## config.mk

```make
export PLATFORM = sky130hd
export DESIGN_NAME = accumulator_ctrl
export DESIGN_NICKNAME = d
export VERILOG_FILES = /design/src/rtl/accumulator_ctrl.sv
export SDC_FILE = /design/constraint.sdc
export NUM_CORES = 1
export LEC_CHECK = 0
export ABC_AREA = 1
export CAP_MARGIN = 10
export CORE_UTILIZATION = 30
export DETAILED_ROUTE_END_ITERATION = 16
export GPL_ROUTABILITY_DRIVEN = 0
export GPL_TIMING_DRIVEN = 0
export PLACE_DENSITY_LB_ADDON = 0.25
export SLEW_MARGIN = 20
export SYNTH_ARGS = -nofsm -noshare
export SYNTH_HDL_FRONTEND = slang
export SYNTH_SLANG_ARGS = --single-unit
```

## constraint.sdc

```tcl
create_clock -name clk -period 1.7 [get_ports clk]
set_input_delay 0.51 -clock clk [delete_from_list [all_inputs] [get_ports clk]]
set_output_delay 0.51 -clock clk [all_outputs]
set_load 0.03 [all_outputs]
```

## src/rtl/accumulator_ctrl.sv

```systemverilog
// Sequencer for a tiled accumulator bank: fills rows with partial sums, accumulates
// the remaining K-tiles on top, then drains each result row to downstream logic.
module accumulator_ctrl #(
    parameter int ADDR_BITWIDTH = 4,
    parameter int TILE_BITWIDTH = 8
) (
    input  logic                     clk,
    input  logic                     reset,
    input  logic                     start,
    input  logic [TILE_BITWIDTH-1:0] num_tiles,
    input  logic [ADDR_BITWIDTH:0]   num_rows,
    input  logic                     sum_valid,
    input  logic                     drain_ready,
    output logic                     wrt_en,
    output logic                     acc_logic,
    output logic [ADDR_BITWIDTH-1:0] acc_addr,
    output logic                     drain_valid,
    output logic [ADDR_BITWIDTH-1:0] drain_addr,
    output logic                     busy,
    output logic                     done
);

    typedef enum logic [2:0] {
        S_IDLE,
        S_FILL,
        S_ACCUM,
        S_DRAIN,
        S_DONE
    } state_t;

    localparam logic [ADDR_BITWIDTH:0]   Depth   = {1'b1, {ADDR_BITWIDTH{1'b0}}};
    localparam logic [ADDR_BITWIDTH:0]   RowsOne = (ADDR_BITWIDTH+1)'(1);
    localparam logic [ADDR_BITWIDTH-1:0] AddrOne = ADDR_BITWIDTH'(1);
    localparam logic [TILE_BITWIDTH-1:0] TileOne = TILE_BITWIDTH'(1);

    state_t                   state_q, state_d;
    logic [ADDR_BITWIDTH-1:0] rowCnt_q, rowCnt_d;
    logic [ADDR_BITWIDTH-1:0] drainCnt_q, drainCnt_d;
    logic [TILE_BITWIDTH-1:0] tileCnt_q, tileCnt_d;
    logic [TILE_BITWIDTH-1:0] numTiles_q, numTiles_d;
    logic [ADDR_BITWIDTH:0]   numRows_q, numRows_d;

    logic rowLast;
    logic drainLast;
    logic tileLast;

    // Terminal compares are one bit wider than the address so a full bank does not alias to zero.
    assign rowLast   = ({1'b0, rowCnt_q} == (numRows_q - RowsOne));
    assign drainLast = ({1'b0, drainCnt_q} == (numRows_q - RowsOne));
    assign tileLast  = (tileCnt_q == (numTiles_q - TileOne));

    always_ff @(posedge clk) begin
        if (reset) begin
            state_q    <= S_IDLE;
            rowCnt_q   <= '0;
            drainCnt_q <= '0;
            tileCnt_q  <= '0;
            numTiles_q <= '0;
            numRows_q  <= '0;
        end else begin
            state_q    <= state_d;
            rowCnt_q   <= rowCnt_d;
            drainCnt_q <= drainCnt_d;
            tileCnt_q  <= tileCnt_d;
            numTiles_q <= numTiles_d;
            numRows_q  <= numRows_d;
        end
    end

    always_comb begin
        state_d     = state_q;
        rowCnt_d    = rowCnt_q;
        drainCnt_d  = drainCnt_q;
        tileCnt_d   = tileCnt_q;
        numTiles_d  = numTiles_q;
        numRows_d   = numRows_q;
        wrt_en      = 1'b0;
        acc_logic   = 1'b0;
        drain_valid = 1'b0;
        busy        = 1'b1;
        done        = 1'b0;
        acc_addr    = rowCnt_q;
        drain_addr  = drainCnt_q;

        case (state_q)
            S_IDLE: begin
                busy = 1'b0;
                if (start) begin
                    state_d    = S_FILL;
                    rowCnt_d   = '0;
                    tileCnt_d  = '0;
                    drainCnt_d = '0;
                    numTiles_d = (num_tiles == '0) ? TileOne : num_tiles;
                    if (num_rows == '0) begin
                        numRows_d = RowsOne;
                    end else if (num_rows > Depth) begin
                        numRows_d = Depth;
                    end else begin
                        numRows_d = num_rows;
                    end
                end
            end
            S_FILL, S_ACCUM: begin
                wrt_en    = sum_valid;
                acc_logic = (state_q == S_ACCUM);
                if (sum_valid) begin
                    if (rowLast) begin
                        rowCnt_d  = '0;
                        tileCnt_d = tileCnt_q + TileOne;
                        if (tileLast) begin
                            state_d = S_DRAIN;
                        end else begin
                            state_d = S_ACCUM;
                        end
                    end else begin
                        rowCnt_d = rowCnt_q + AddrOne;
                    end
                end
            end
            S_DRAIN: begin
                drain_valid = 1'b1;
                if (drain_ready) begin
                    if (drainLast) begin
                        drainCnt_d = '0;
                        state_d    = S_DONE;
                    end else begin
                        drainCnt_d = drainCnt_q + AddrOne;
                    end
                end
            end
            S_DONE: begin
                done    = 1'b1;
                state_d = S_IDLE;
            end
            default: begin
                state_d = S_IDLE;
            end
        endcase

        // Outputs read as idle while reset is held, before the state register has cleared.
        if (reset) begin
            wrt_en      = 1'b0;
            acc_logic   = 1'b0;
            drain_valid = 1'b0;
            busy        = 1'b0;
            done        = 1'b0;
            acc_addr    = '0;
            drain_addr  = '0;
        end
    end

endmodule

```

==> results.py, run 1 <==
metrics = {
    "routing": {
        "drt_first_pass_iters": 4,
        "ant_nets": 0,
        "wirelength_mm": 6.22,
        "drtIter0Drc": 74,
        "wire_per_inst_um": 12.7,
        "vias_per_cell": 4.79,
        "drc": 0,
        "num_vias": 2350,
    },
    "sta": {
        "slew_headroom": 0.557,
        "finalCritPeriodShare": 1.08,
        "finalMaxSlewViolations": 0,
        "finalCriticalPeriod_ns": 1.84,
        "setup_violations": 16,
        "worst_slack_ns": -0.139,
        "finClkSkew_ns": 0.00579,
        "hold_ws_ns": 0.501,
        "fmax_mhz": 544,
        "hold_viol_final": 0,
        "tightest_slew_ns": 0.665,
        "grt_setup_unrepaired": "true",
    },
    "setup_path": {
        "end_kind": "primary output",
        "worstSetupPathType": "flip-flop to primary output",
        "r2r_cells": 14,
        "max_stage_delay_ns": 0.37,
        "worstPathRequired_ns": 1.19,
        "crit_fanout": 5,
        "worstPathCellList": "inv_4, nand2_4, buf_6, nor2_4, nor2_4, buf_6",
        "cp.arrival_ns": 1.33,
        "critPathLaunchType": "flip-flop",
        "cp_slowest_cell": "dfxtp_4",
    },
    "floorplan": {
        "initial_utilization": 0.310,
        "core_area_mm2": 0.00676,
        "num_rows": 30,
        "die_h_um": 85.5,
        "die_area_mm2": 0.00731,
        "ios": 31,
        "die_w_um": 85.5,
    },
    "global_route": {
        "grt_pass1_vias": 2169,
        "antenna_found_initial": 0,
        "overflow": 0,
        "grtUsageTotal": 0.180,
        "grt_max_degree": 11,
        "grt_pass1_wl_mm": 10.2,
    },
    "clocking": {
        "clk_root_buffer_cell": "clkbuf_8",
        "cts_buffers": 5,
        "cts_tree": "done",
        "htree_levels": 2,
        "clock-sinks": 32,
        "insertion_delay_ns": 0.29,
        "clk_pin_slew_ns": 0.07,
        "clockBufferDepth": 2,
    },
    "synth": {
        "synth_area_mm2": 0.00209,
        "synth_seq_cells": 32,
        "ys_seq_area_frac": 0.306,
        "synthDistinctLibCells": 26,
        "ys.warnings.count": 0,
        "syn_nets": 369,
        "syn_avg_cell_area_um2": 6.05,
        "synth_cells": 346,
    },
    "layout": {
        "syn2layout_area_growth_pct": 52.6,
        "final_area_mm2": 0.00319,
        "layoutNonFillerInstCount": 491,
        "final_nets": 434,
        "diodes": 0,
        "drive_gt1_frac": 0.299,
    },
    "run_status": {
        "violations": "negative setup slack",
        "status": "complete, but fails checks",
    },
    "power": {
        "vdd_ir_drop_max_mv": 0.463,
        "p_leak_nw": 1.34,
        "p_per_area_mw_per_mm2": 1310,
    },
    "job": {
        "cap_viol_max_count": 0,
    },
    "placement": {
        "dp.cells": 456,
        "dp_hpwl_mm": 4.27,
        "io_buffers": 30,
        "postPlaceCellArea_mm2": 0.00253,
    },
    "worst_hold_path": {
        "hold_depth": 2,
        "hold_path_class": "flip-flop to flip-flop",
    },
}
-- state kept, by name (all words and copies together), names as in the netlist --
register	flops
rowCnt_q	4
tileCnt_q	8
numTiles_q	8
drainCnt_q	4
state_q	3
numRows_q	5
-- critical path: cells and delay by family, from the launching register on --
family | cells | cell delay, ns
flip-flops | 1 | 0.37
AND/OR/NAND/NOR | 3 | 0.34
buffers and inverters | 3 | 0.33
-- kinds of logic (layout without fill, tap and decap cells) --
family                   Yosys count  in the layout  share of synthesized area
adder cells (fa/ha/maj)            5              5                     0.0299
AND/OR/NAND/NOR                  204            205                      0.415
AO/OA/AOI/OAI                     44             44                      0.118
XOR/XNOR                           9              9                     0.0377
flip-flops                        32             32                      0.306
buffers and inverters             52            116                     0.0933
-- cells in the final DEF (no fill, tap or decap), types with 5 or more instances in the layout --
cell type / count
a21oi_1: 16
a21oi_2: 6
buf_4: 19
buf_6: 17
clkbuf_8: 7
clkdlybuf4s50_1: 15
dfxtp_1: 24
inv_1: 34
inv_2: 5
inv_4: 5
nand2_1: 95
nand2_2: 6
nand2_4: 7
nand3_1: 25
nand3_2: 6
nor2_1: 30
nor2_2: 7
nor2_4: 11
nor3_1: 8
o21ai_0: 9
o21ai_1: 6
xor2_1: 5
-- Yosys cell counts --
cell	number	area, µm²
nor3_1	12	60.1
a21oi_1	22	110
nand3b_1	1	7.51
nand3_1	31	155
a211oi_1	3	22.5
ha_1	5	62.6
o21bai_4	1	18.8
clkbuf_1	7	26.3
o21ai_1	3	15.0
nor2_1	46	173
nand2_4	1	11.3
nor3b_1	1	7.51
nor2_2	2	12.5
buf_1	1	3.75
inv_1	40	150
nand2_2	3	18.8
nand2_1	103	387
xor2_1	5	43.8
dfxtp_1	32	641
a22oi_1	2	15.0
nand4_1	1	6.26
nand3_4	1	17.5
nor4_1	2	12.5
inv_2	4	15.0
o21ai_0	13	65.1
xnor2_1	4	35.0
-- path summary, 6_finish.rpt --
check	slack [ns]	from	endpoint
worst max-delay path	-0.14	state_q[1]$_SDFFE_PP0P_	busy
worst min-delay path	0.50	numTiles_q[6]$_SDFFE_PP0P_	numTiles_q[6]$_SDFFE_PP0P_
worst max register to register	-0.14	numRows_q[0]$_SDFFE_PP0P_	rowCnt_q[3]$_SDFFE_PP0P_
worst min register to register	0.50	numTiles_q[6]$_SDFFE_PP0P_	numTiles_q[6]$_SDFFE_PP0P_
-- per-stage QoR --
step	utilization	power, mW	TNS [ns]	setup WS [ns]
2_1_floorplan	-	2.31	-0.728	-0.153
3_3_place_gp	0.375	2.73	-26.15	-1.46
3_5_place_dp	0.375	2.74	-26.36	-1.45
4_1_cts	0.439	3.88	-0.819	-0.103
5_1_grt	0.473	4.54	-3.04	-0.247
6_report	0.473	4.20	-1.46	-0.139
-- power by group --
| group | switching [mW] | leakage (nW) | internal, mW |
|---|---|---|---|
| combinational | 1.48 | 1.03 | 1.00 |
| clock | 0.298 | 0.0503 | 0.361 |
| sequential | 0.159 | 0.266 | 0.896 |
| total | 1.94 | 1.34 | 2.26 |
-- layout make-up --
cell class / count / area [µm²]
fill: 692 / 3560
multi-input combinational: 263 / 1530
sequential: 32 / 661
timing repair buffer: 57 / 558
inverter: 44 / 178
tap: 80 / 100
clock buffer: 7 / 96.3
buffer: 8 / 70.1
-- what timing repair did --
item                                    CTS  global route
buffers inserted                         20             7
resized for setup                       144            56
hold buffers                              0             0
endpoints found under the setup margin   33            43
gates cloned                              2             0
pin swaps                                24            18
hold endpoints to repair                  0             0
-- layer usage --
| layer | vias up | global-route usage | share of wire |
|---|---|---|---|
| met1 | 1071 | 0.221 | 0.45 |
| met2 | 34 | 0.319 | 0.52 |
| met4 | 0 | 0.0545 | 0.0095 |
| met3 | 6 | 0.0327 | 0.026 |
| met5 | - | 0 | 0 |
| li1 | 1239 | - | - |
(Power assumes the default switching activity.)
==> run 2, diff against run 1 <==
ABC_CLOCK_PERIOD_IN_PS = 1520   (was not set)
TNS_END_PERCENT = 5   (was not set)
clock period = 1.52 ns   (was 1.7 ns; I/O delays follow)
==> run 2 against run 1 <==
The run still ends with negative setup slack left. Routed wire length fell by 6.2%. Setup slack got worse by 0.15 ns. Clock power increased by 37%. Critical endpoint is now tileCnt_q[0]$_SDFFE_PP0P_. Highest routed layer unchanged.
==> results.py, run 2 (synthesized netlist as in run 1, its figures left out) <==
metrics = {
    "routing": {
        "drt_first_pass_iters": 6,
        "vias_per_cell": 4.76,
        "ant_nets": 0,
        "drc": 0,
        "wire_per_inst_um": 12.2,
        "num_vias": 2285,
        "wirelength_mm": 5.84,
        "drtIter0Drc": 116,
    },
    "clocking": {
        "cts_tree": "done",
        "clk_pin_slew_ns": 0.07,
        "clock-sinks": 32,
        "htree_levels": 2,
        "clockBufferDepth": 2,
        "clk_root_buffer_cell": "clkbuf_8",
        "insertion_delay_ns": 0.28,
        "cts_buffers": 5,
    },
    "setup_path": {
        "worstPathRequired_ns": 1.70,
        "r2r_end": "tileCnt_q[0]$_SDFFE_PP0P_",
        "critPathLaunchType": "flip-flop",
        "cp.arrival_ns": 1.99,
        "r2r_cells": 15,
        "crit_fanout": 5,
        "worstSetupPathType": "flip-flop to flip-flop",
        "r2r-start": "numRows_q[0]$_SDFFE_PP0P_",
        "end_kind": "flip-flop",
        "ff2ff_setup_slack_ns": -0.29,
    },
    "sta": {
        "finalMaxSlewViolations": 0,
        "hold_ws_ns": 0.483,
        "grt_setup_unrepaired": "true",
        "fmax_mhz": 554,
        "setup_violations": 25,
        "finalCriticalPeriod_ns": 1.81,
        "finalCritPeriodShare": 1.19,
        "finClkSkew_ns": 0.00856,
        "slew_headroom": 0.606,
        "tightest_slew_ns": 0.591,
        "hold_viol_final": 0,
        "setup_tns_ns": -3.73,
        "worst_slack_ns": -0.286,
    },
    "placement": {
        "io_buffers": 30,
        "dp.cells": 456,
        "dp_hpwl_mm": 4.29,
    },
    "layout": {
        "mostFrequentLayoutCells": "nand2_1 (100), inv_1 (35), nor2_1 (30)",
        "syn2layout_area_growth_pct": 42.7,
        "top_regs": "numTiles_q: 8 flops, tileCnt_q: 8 flops, numRows_q: 5 flops",
        "final_nets": 422,
        "diodes": 0,
        "drive_gt1_frac": 0.230,
        "layoutNonFillerInstCount": 480,
        "final_common_cell": "nand2_1",
    },
    "global_route": {
        "grt.busiest_layer": "met2",
        "met1_usage": 0.208,
        "grt_pass1_wl_mm": 10.0,
        "antenna_found_initial": 0,
        "grt_pass1_vias": 2187,
        "use_met2": 0.316,
        "grt_max_degree": 11,
        "overflow": 0,
        "grtUsageTotal": 0.173,
        "use_met3": 0.0269,
    },
    "floorplan": {
        "core_area_mm2": 0.00676,
        "die_w_um": 85.5,
        "ios": 31,
        "initial_utilization": 0.310,
        "die_area_mm2": 0.00731,
        "die_h_um": 85.5,
        "num_rows": 30,
    },
    "worst_hold_path": {
        "hold_depth": 4,
        "min-delay-start": "reset",
        "min_to": "drainCnt_q[2]$_SDFFE_PP0P_",
        "hold_path_class": "input port to flip-flop",
    },
    "job": {
        "cap_viol_max_count": 0,
    },
    "run_status": {
        "violations": "negative setup slack",
        "status": "complete, but fails checks",
    },
    "power": {
        "vdd_ir_drop_max_mv": 0.498,
        "p_per_area_mw_per_mm2": 1480,
        "p_leak_nw": 1.26,
    },
}
==> run 2: changes by cell type in the layout (fill, tap and decap cells not counted), sizes merged <==
cell / change
buf: -9
bufinv: +1
clkbuf: -3
==> run 2: worst max-delay path: stages, from the launching register on <==
cell	delay [ns]
dfxtp_4	0.36
inv_4	0.05
ha_4	0.27
inv_2	0.03
nand2_1	0.05
nand2_1	0.05
nor2_1	0.08
nand2_1	0.07
nor2_2	0.09
nand2_2	0.09
o21bai_4	0.23
nand2_4	0.12
inv_4	0.08
nand2_1	0.05
nand2_1	0.06
nor2_1	0.03
==> run 2: layer usage <==
layer | vias to the layer above | routed length (µm)
li1 | 1212 | -
met1 | 1030 | 2590
met2 | 34 | 3020
met3 | 9 | 143
met4 | 0 | 87
met5 | - | 0
==> run 2: where the power goes <==
group,internal (mW),switching [mW],leakage [nW]
Sequential,0.997,0.153,0.266
Combinational,0.914,1.46,0.926
Clock,0.578,0.321,0.0645
==> run 2: worst max path at each step <==
stage | from | endpoint | slack, ns | depth (start not counted)
after floorplan | numRows_q[0]$_SDFFE_PP0P_ | tileCnt_q[0]$_SDFFE_PP0P_ | -0.18 | 15
after global placement | reset | drain_addr[3] | -1.51 | 5
after detailed placement | reset | drain_addr[3] | -1.50 | 5
after CTS | numRows_q[0]$_SDFFE_PP0P_ | tileCnt_q[0]$_SDFFE_PP0P_ | -0.29 | 15
after global routing | numRows_q[0]$_SDFFE_PP0P_ | tileCnt_q[0]$_SDFFE_PP0P_ | -0.44 | 15
final | numRows_q[0]$_SDFFE_PP0P_ | tileCnt_q[0]$_SDFFE_PP0P_ | -0.29 | 15
==> run 2: metrics by stage <==
stage	utilization	area, µm²	total power, mW	setup WS, ns
2_1_floorplan	-	2140	2.59	-0.175
3_3_place_gp	0.375	2540	3.06	-1.51
3_5_place_dp	0.375	2540	3.08	-1.50
4_1_cts	0.439	2960	4.41	-0.292
5_1_grt	0.442	2990	4.78	-0.435
6_report	0.442	2990	4.42	-0.286
==> run 2: layout make-up <==
| type | instances | area (µm²) |
|---|---|---|
| well taps | 80 | 100 |
| clock buffers | 7 | 96.3 |
| repair buffers | 45 | 463 |
| plain buffers | 8 | 68.8 |
| inverters | 44 | 173 |
| flip-flops and latches | 32 | 657 |
| clock inverters | 1 | 30.0 |
| fillers | 717 | 3770 |
| multi-input cells | 263 | 1400 |
==> run 2: what timing repair did <==
action                     in CTS  in global routing
gates resized for setup       142                 11
pin swaps                      14                  2
setup endpoints to repair      45                 40
setup buffers                  14                  0
gates cloned                    2                  0
hold buffers                    0                  0
